## config.mk

```make
export PLATFORM = sky130hd
export DESIGN_NAME = vl6180x_i2c_target
export DESIGN_NICKNAME = d
export VERILOG_FILES = /design/src/rtl/vl6180x_i2c_target.sv
export SDC_FILE = /design/constraint.sdc
export NUM_CORES = 1
export LEC_CHECK = 0
export ABC_AREA = 1
export CORE_MARGIN = 10
export CORE_UTILIZATION = 65
export DETAILED_ROUTE_END_ITERATION = 16
export HOLD_SLACK_MARGIN = 0.06
export PLACE_DENSITY = 0.84
export SYNTH_ARGS = -nofsm -noshare
export SYNTH_HDL_FRONTEND = slang
export SYNTH_SLANG_ARGS = --single-unit
```

## constraint.sdc

```tcl
create_clock -name clk -period 4.11 [get_ports clk]
set_input_delay 0.6165 -clock clk [delete_from_list [all_inputs] [get_ports clk]]
set_output_delay 0.6165 -clock clk [all_outputs]
set_load 0.01 [all_outputs]
```

## src/rtl/vl6180x_i2c_target.sv

```systemverilog
// rtl/vl6180x_i2c_target.sv - VL6180X register-emulating I2C target at DEV_ADDR with range measurement model
// Define VL6180X_GPIO1_INT_EN to drive gpio1_n from INT_STATUS; otherwise gpio1_n is tied high.
module vl6180x_i2c_target #(
    parameter logic [6:0]  DEV_ADDR    = 7'h29,
    parameter logic [7:0]  MODEL_ID    = 8'hB4,
    parameter logic [23:0] MEAS_CYCLES = 24'd12000
) (
    input  logic       clk,
    input  logic       rst_n,
    input  logic       scl_i,
    input  logic       sda_i,
    output logic       sda_oe,
    input  logic [7:0] range_mm,
    output logic       meas_busy,
    output logic       gpio1_n
);
    typedef enum logic [3:0] {
        IDLE, ADDR, ACK_ADDR, IDX_HI, ACK_HI, IDX_LO, ACK_LO,
        WDATA, ACK_W, RDATA, RACK, IGNORE
    } state_t;

    // [0],[1] synchronizer stages, [2] history for edge detection
    logic [2:0]  scl_pipe_q, scl_pipe_d;
    logic [2:0]  sda_pipe_q, sda_pipe_d;
    state_t      state_q, state_d;
    logic [3:0]  bit_cnt_q, bit_cnt_d;
    logic [7:0]  shift_q, shift_d;
    logic [3:0]  idx_hi_q, idx_hi_d;
    logic [11:0] ptr_q, ptr_d;
    logic        rack_q, rack_d;
    logic        sda_oe_q, sda_oe_d;
    logic        fresh_q, fresh_d;
    logic [2:0]  int_st_q, int_st_d;
    logic [7:0]  range_val_q, range_val_d;
    logic        busy_q, busy_d;
    logic [23:0] meas_cnt_q, meas_cnt_d;

    logic scl_s, scl_h, sda_s, sda_h;
    logic scl_rise, scl_fall, start_ev, stop_ev;
    logic wr_en;
    logic [7:0] rd_byte;

    assign scl_s    = scl_pipe_q[1];
    assign scl_h    = scl_pipe_q[2];
    assign sda_s    = sda_pipe_q[1];
    assign sda_h    = sda_pipe_q[2];
    assign scl_rise = scl_s & ~scl_h;
    assign scl_fall = ~scl_s & scl_h;
    assign start_ev = scl_s & scl_h & ~sda_s & sda_h;
    assign stop_ev  = scl_s & scl_h & sda_s & ~sda_h;

    assign sda_oe    = sda_oe_q;
    assign meas_busy = busy_q;

    always_comb begin
        rd_byte = 8'h00;
        case (ptr_q)
            12'h000: rd_byte = MODEL_ID;
            12'h016: rd_byte = {7'd0, fresh_q};
            12'h04F: rd_byte = {5'd0, int_st_q};
            12'h062: rd_byte = range_val_q;
            default: rd_byte = 8'h00;
        endcase
    end

    always_comb begin
        scl_pipe_d = {scl_pipe_q[1:0], scl_i};
        sda_pipe_d = {sda_pipe_q[1:0], sda_i};
        state_d    = state_q;
        bit_cnt_d  = bit_cnt_q;
        shift_d    = shift_q;
        idx_hi_d   = idx_hi_q;
        ptr_d      = ptr_q;
        rack_d     = rack_q;
        sda_oe_d   = sda_oe_q;
        wr_en      = 1'b0;

        if (start_ev) begin
            state_d   = ADDR;
            bit_cnt_d = 4'd0;
            sda_oe_d  = 1'b0;
        end else if (stop_ev) begin
            state_d  = IDLE;
            sda_oe_d = 1'b0;
        end else if (scl_rise) begin
            case (state_q)
                ADDR, IDX_HI, IDX_LO, WDATA: begin
                    shift_d   = {shift_q[6:0], sda_s};
                    bit_cnt_d = bit_cnt_q + 4'd1;
                end
                RDATA:   bit_cnt_d = bit_cnt_q + 4'd1;
                RACK:    rack_d = ~sda_s;
                default: ;
            endcase
        end else if (scl_fall) begin
            case (state_q)
                ADDR: if (bit_cnt_q == 4'd8) begin
                    if (shift_q[7:1] == DEV_ADDR) begin
                        state_d  = ACK_ADDR;
                        sda_oe_d = 1'b1;
                    end else begin
                        state_d = IGNORE;
                    end
                end
                ACK_ADDR, RACK: begin
                    // shift_q[0] still holds R/W here; rack_q is the master's ACK
                    if ((state_q == ACK_ADDR && shift_q[0]) || (state_q == RACK && rack_q)) begin
                        state_d   = RDATA;
                        shift_d   = rd_byte;
                        sda_oe_d  = ~rd_byte[7];
                        ptr_d     = ptr_q + 12'd1;
                        bit_cnt_d = 4'd0;
                    end else if (state_q == ACK_ADDR) begin
                        state_d   = IDX_HI;
                        sda_oe_d  = 1'b0;
                        bit_cnt_d = 4'd0;
                    end else begin
                        state_d  = IGNORE;
                        sda_oe_d = 1'b0;
                    end
                end
                IDX_HI: if (bit_cnt_q == 4'd8) begin
                    idx_hi_d = shift_q[3:0];
                    sda_oe_d = 1'b1;
                    state_d  = ACK_HI;
                end
                IDX_LO: if (bit_cnt_q == 4'd8) begin
                    ptr_d    = {idx_hi_q, shift_q};
                    sda_oe_d = 1'b1;
                    state_d  = ACK_LO;
                end
                WDATA: if (bit_cnt_q == 4'd8) begin
                    wr_en    = 1'b1;
                    ptr_d    = ptr_q + 12'd1;
                    sda_oe_d = 1'b1;
                    state_d  = ACK_W;
                end
                ACK_HI, ACK_LO, ACK_W: begin
                    sda_oe_d  = 1'b0;
                    bit_cnt_d = 4'd0;
                    state_d   = (state_q == ACK_HI) ? IDX_LO : WDATA;
                end
                RDATA: begin
                    if (bit_cnt_q == 4'd8) begin
                        sda_oe_d = 1'b0;
                        state_d  = RACK;
                    end else begin
                        shift_d  = {shift_q[6:0], 1'b0};
                        sda_oe_d = ~shift_q[6];
                    end
                end
                default: ;
            endcase
        end
    end

    always_comb begin
        fresh_d     = fresh_q;
        int_st_d    = int_st_q;
        range_val_d = range_val_q;
        busy_d      = busy_q;
        meas_cnt_d  = meas_cnt_q;

        if (wr_en && ptr_q == 12'h016) fresh_d = shift_q[0];
        if (wr_en && ptr_q == 12'h015 && shift_q[0]) int_st_d = 3'd0;
        if (wr_en && ptr_q == 12'h018 && shift_q[0] && !busy_q) begin
            busy_d     = 1'b1;
            meas_cnt_d = MEAS_CYCLES - 24'd1;
        end
        // completion is applied last so it beats a clear landing in the same clk
        if (busy_q) begin
            if (meas_cnt_q == 24'd0) begin
                busy_d      = 1'b0;
                range_val_d = range_mm;
                int_st_d    = 3'b100;
            end else begin
                meas_cnt_d = meas_cnt_q - 24'd1;
            end
        end
    end

    always_ff @(posedge clk) begin
        if (!rst_n) begin
            scl_pipe_q  <= 3'b111;
            sda_pipe_q  <= 3'b111;
            state_q     <= IDLE;
            bit_cnt_q   <= 4'd0;
            shift_q     <= 8'd0;
            idx_hi_q    <= 4'd0;
            ptr_q       <= 12'd0;
            rack_q      <= 1'b0;
            sda_oe_q    <= 1'b0;
            fresh_q     <= 1'b1;
            int_st_q    <= 3'd0;
            range_val_q <= 8'd0;
            busy_q      <= 1'b0;
            meas_cnt_q  <= 24'd0;
        end else begin
            scl_pipe_q  <= scl_pipe_d;
            sda_pipe_q  <= sda_pipe_d;
            state_q     <= state_d;
            bit_cnt_q   <= bit_cnt_d;
            shift_q     <= shift_d;
            idx_hi_q    <= idx_hi_d;
            ptr_q       <= ptr_d;
            rack_q      <= rack_d;
            sda_oe_q    <= sda_oe_d;
            fresh_q     <= fresh_d;
            int_st_q    <= int_st_d;
            range_val_q <= range_val_d;
            busy_q      <= busy_d;
            meas_cnt_q  <= meas_cnt_d;
        end
    end

`ifdef VL6180X_GPIO1_INT_EN
    logic gpio_q, gpio_d;
    assign gpio_d = ~(int_st_q != 3'd0);
    always_ff @(posedge clk) begin
        if (!rst_n) gpio_q <= 1'b1;
        else        gpio_q <= gpio_d;
    end
    assign gpio1_n = gpio_q;
`else
    assign gpio1_n = 1'b1;
`endif

endmodule
```

==> out/results.ini <==
[setup_path]
startpoint_type=flop
cp-end-kind=flop
cp_max_fo=22
critPathRequiredTime_ns=4.40
crit_type=flop to flop
crit_arrival_ns=2.46

[detailed_routing]
drt-total-wl_microns=11800
drtPass1Iterations=5
drt_iter0_markers=325
routedWlPerCell_microns=13.8
drc=0
via_per_inst=5.45
ant_nets=0
vias=4663

[layout]
fin_util_pct=70.3
fin_nets=774
area.growth.synth_to_final_pct=6.36
fillers=690
drive_gt1_share_pct=8.06
multi_input_area_sq_um=2630
fin_area_sq_um=5020
regArea_sq_um=1540
antenna-diode-count=0

[clock_tree]
clockBufferDepth=2
clk_latency_ns=0.36
holdBufCountCts=0
post_cts_resized=0
clk_pin_slew_ns=0.09
htreeDepth=3
clock-sinks=77
cts_inserted_buffers=9
clock-root-buffer=clkbuf_8
cts_setup_buffers=0
cts_tree=built

[global_routing]
overflow=0
grt_pass1_vias=4315
grt_max_degree=45
antenna_found_initial=0
grt_usage_pct=21.1
grt_pass1_wl_microns=19900

[timing]
fmax_mhz=460
period_share_pct=52.9
finalCriticalPeriod_ns=2.17
skew_ns=0.0127
hold_violations=0
tightest_slew_ns=0.825
setup_violations=0
rsz0062_at_grt=false
slew_violations=0
tns_ns=0
slew_headroom_pct=45.0

[floorplan]
die_x_microns=105
io-pin-count=15
die_h_microns=105
start_util_pct=66.1
core_sq_um=7140
die-area_sq_um=11100
num_rows=31

[placement]
dp_hpwl_microns=8720
place_area_sq_um=4840
gp_congestion=0.953
port_buffers=13

[min_path]
hp-class=flop to flop

[yosys]
ys_warn_count=0
syn_nets=769
ys_types=33
postSynthCellCount=747
synth_area_leaders=dfxtp_1 (33%), nand2_1 (14%), nor2_1 (7.8%)
synth.most_common_cell=nand2_1
ys_seq_area_share_pct=32.7
synth_seq_cells=77
synth_top_area_share_pct=32.7
async_flop_share_pct=0
syn-cell-area_sq_um=4720
synthFlopType=dfxtp_1
yosysTopAreaCell=dfxtp_1
syn_avg_cell_area_sq_um=6.32
synth-edff-count=0
synthTopCellsByCount=nand2_1 (173), nor2_1 (98), inv_1 (96)

[status]
outcome=completed

[power]
ir_worst_vdd_mv=0.188
power_density_nw_per_um2=274
p_leak_nw=2.31

[run]
drv_cap=0

==> routing by layer <==
| layer | vias to the layer above | GRT usage [%] | wire, microns |
|---|---|---|---|
| li1 | 2392 | - | - |
| met1 | 2104 | 27.4 | 5430 |
| met2 | 153 | 35.4 | 5630 |
| met3 | 14 | 2.40 | 579 |
| met4 | 0 | 7.06 | 141 |
| met5 | - | 0 | 0 |
==> registers in the layout, indices dropped and copies added, names as in the netlist <==
register and count:
range_val_q 8, shift_q 8, rack_q 1, scl_pipe_q 3, bit_cnt_q 4, meas_cnt_q 24, ptr_q 12, sda_oe 1
int_st_q 3, state_q 4, sda_pipe_q 3, meas_busy 1, fresh_q 1, idx_hi_q 4
==> kinds of logic (layout without fill, tap and decap cells) <==
group	after synthesis	count (layout)	synth area share [%]
AO/OA/AOI/OAI	131	131	14.7
XOR/XNOR	14	14	2.60
adder cells (fa/ha/maj)	10	10	2.65
buffers and inverters	126	136	11.5
flip-flops	77	77	32.7
other	1	1	0.0795
AND/OR/NAND/NOR	388	388	35.8
==> area by class of cell <==
| class | count | area share, % |
|---|---|---|
| clock inverter | 7 | 1.15 |
| multi-input combinational | 544 | 52.5 |
| sequential | 77 | 30.7 |
| timing repair buffer | 14 | 2.74 |
| tap | 99 | 2.47 |
| clock buffer | 9 | 2.47 |
| inverter | 106 | 7.98 |
==> stage by stage <==
stage          total power, mW  setup slack [ns]  hold WS, ns  cells
2_1_floorplan            0.822              2.49        0.393    747
3_3_place_gp             0.845              1.94        0.394    840
3_5_place_dp             0.846              1.89        0.402    840
4_1_cts                   1.38              1.98        0.423    856
5_1_grt                   1.42              1.71        0.432    856
6_report                  1.38              1.94        0.419    856
==> placed cells by master (no fill, tap or decap), drive strengths merged, types with 2 or more instances in the layout <==
cell type      instances
a21oi                 66
a31oi                  2
clkbuf                 9
clkdlybuf4s50         13
clkinvlp               3
dfxtp                 77
ha                    10
inv                  109
nand2                180
nand3                 74
nand4                  6
nor2                 110
nor3                  10
o211ai                 3
o21ai                 57
o22ai                  3
or2                    6
xor2                  14
==> worst max-delay path, stage by stage (launching register included) <==
cell and delay (ns):
dfxtp_1 0.38, inv_2 0.08, nand2_1 0.17, inv_1 0.08
nand2_1 0.55, inv_1 0.37, a21oi_1 0.19, o21ai_0 0.10
a31oi_1 0.17
==> path summary, 6_finish.rpt <==
| path | start | slack, ns | cells past startpoint | end |
|---|---|---|---|---|
| worst min-delay path | scl_pipe_q[0]$_SDFF_PN1_ | 0.42 | 1 | scl_pipe_q[1]$_SDFF_PN1_ |
| worst max register to register | state_q[1]$_SDFFE_PP0P_ | 1.94 | 8 | ptr_q[4]$_SDFFE_PN0P_ |
| worst max-delay path | state_q[1]$_SDFFE_PP0P_ | 1.94 | 8 | ptr_q[4]$_SDFFE_PN0P_ |
| worst min register to register | scl_pipe_q[0]$_SDFF_PN1_ | 0.42 | 1 | scl_pipe_q[1]$_SDFF_PN1_ |
==> power breakdown <==
| group | total (mW) | internal [mW] | switching [mW] | leakage, nW |
|---|---|---|---|---|
| clock | 0.546 | 0.227 | 0.320 | 0.0829 |
| combinational | 0.0749 | 0.0268 | 0.0482 | 1.61 |
| sequential | 0.755 | 0.750 | 0.00500 | 0.621 |
| total | 1.38 | 1.00 | 0.373 | 2.31 |
Power figures use the tool's default switching activity.
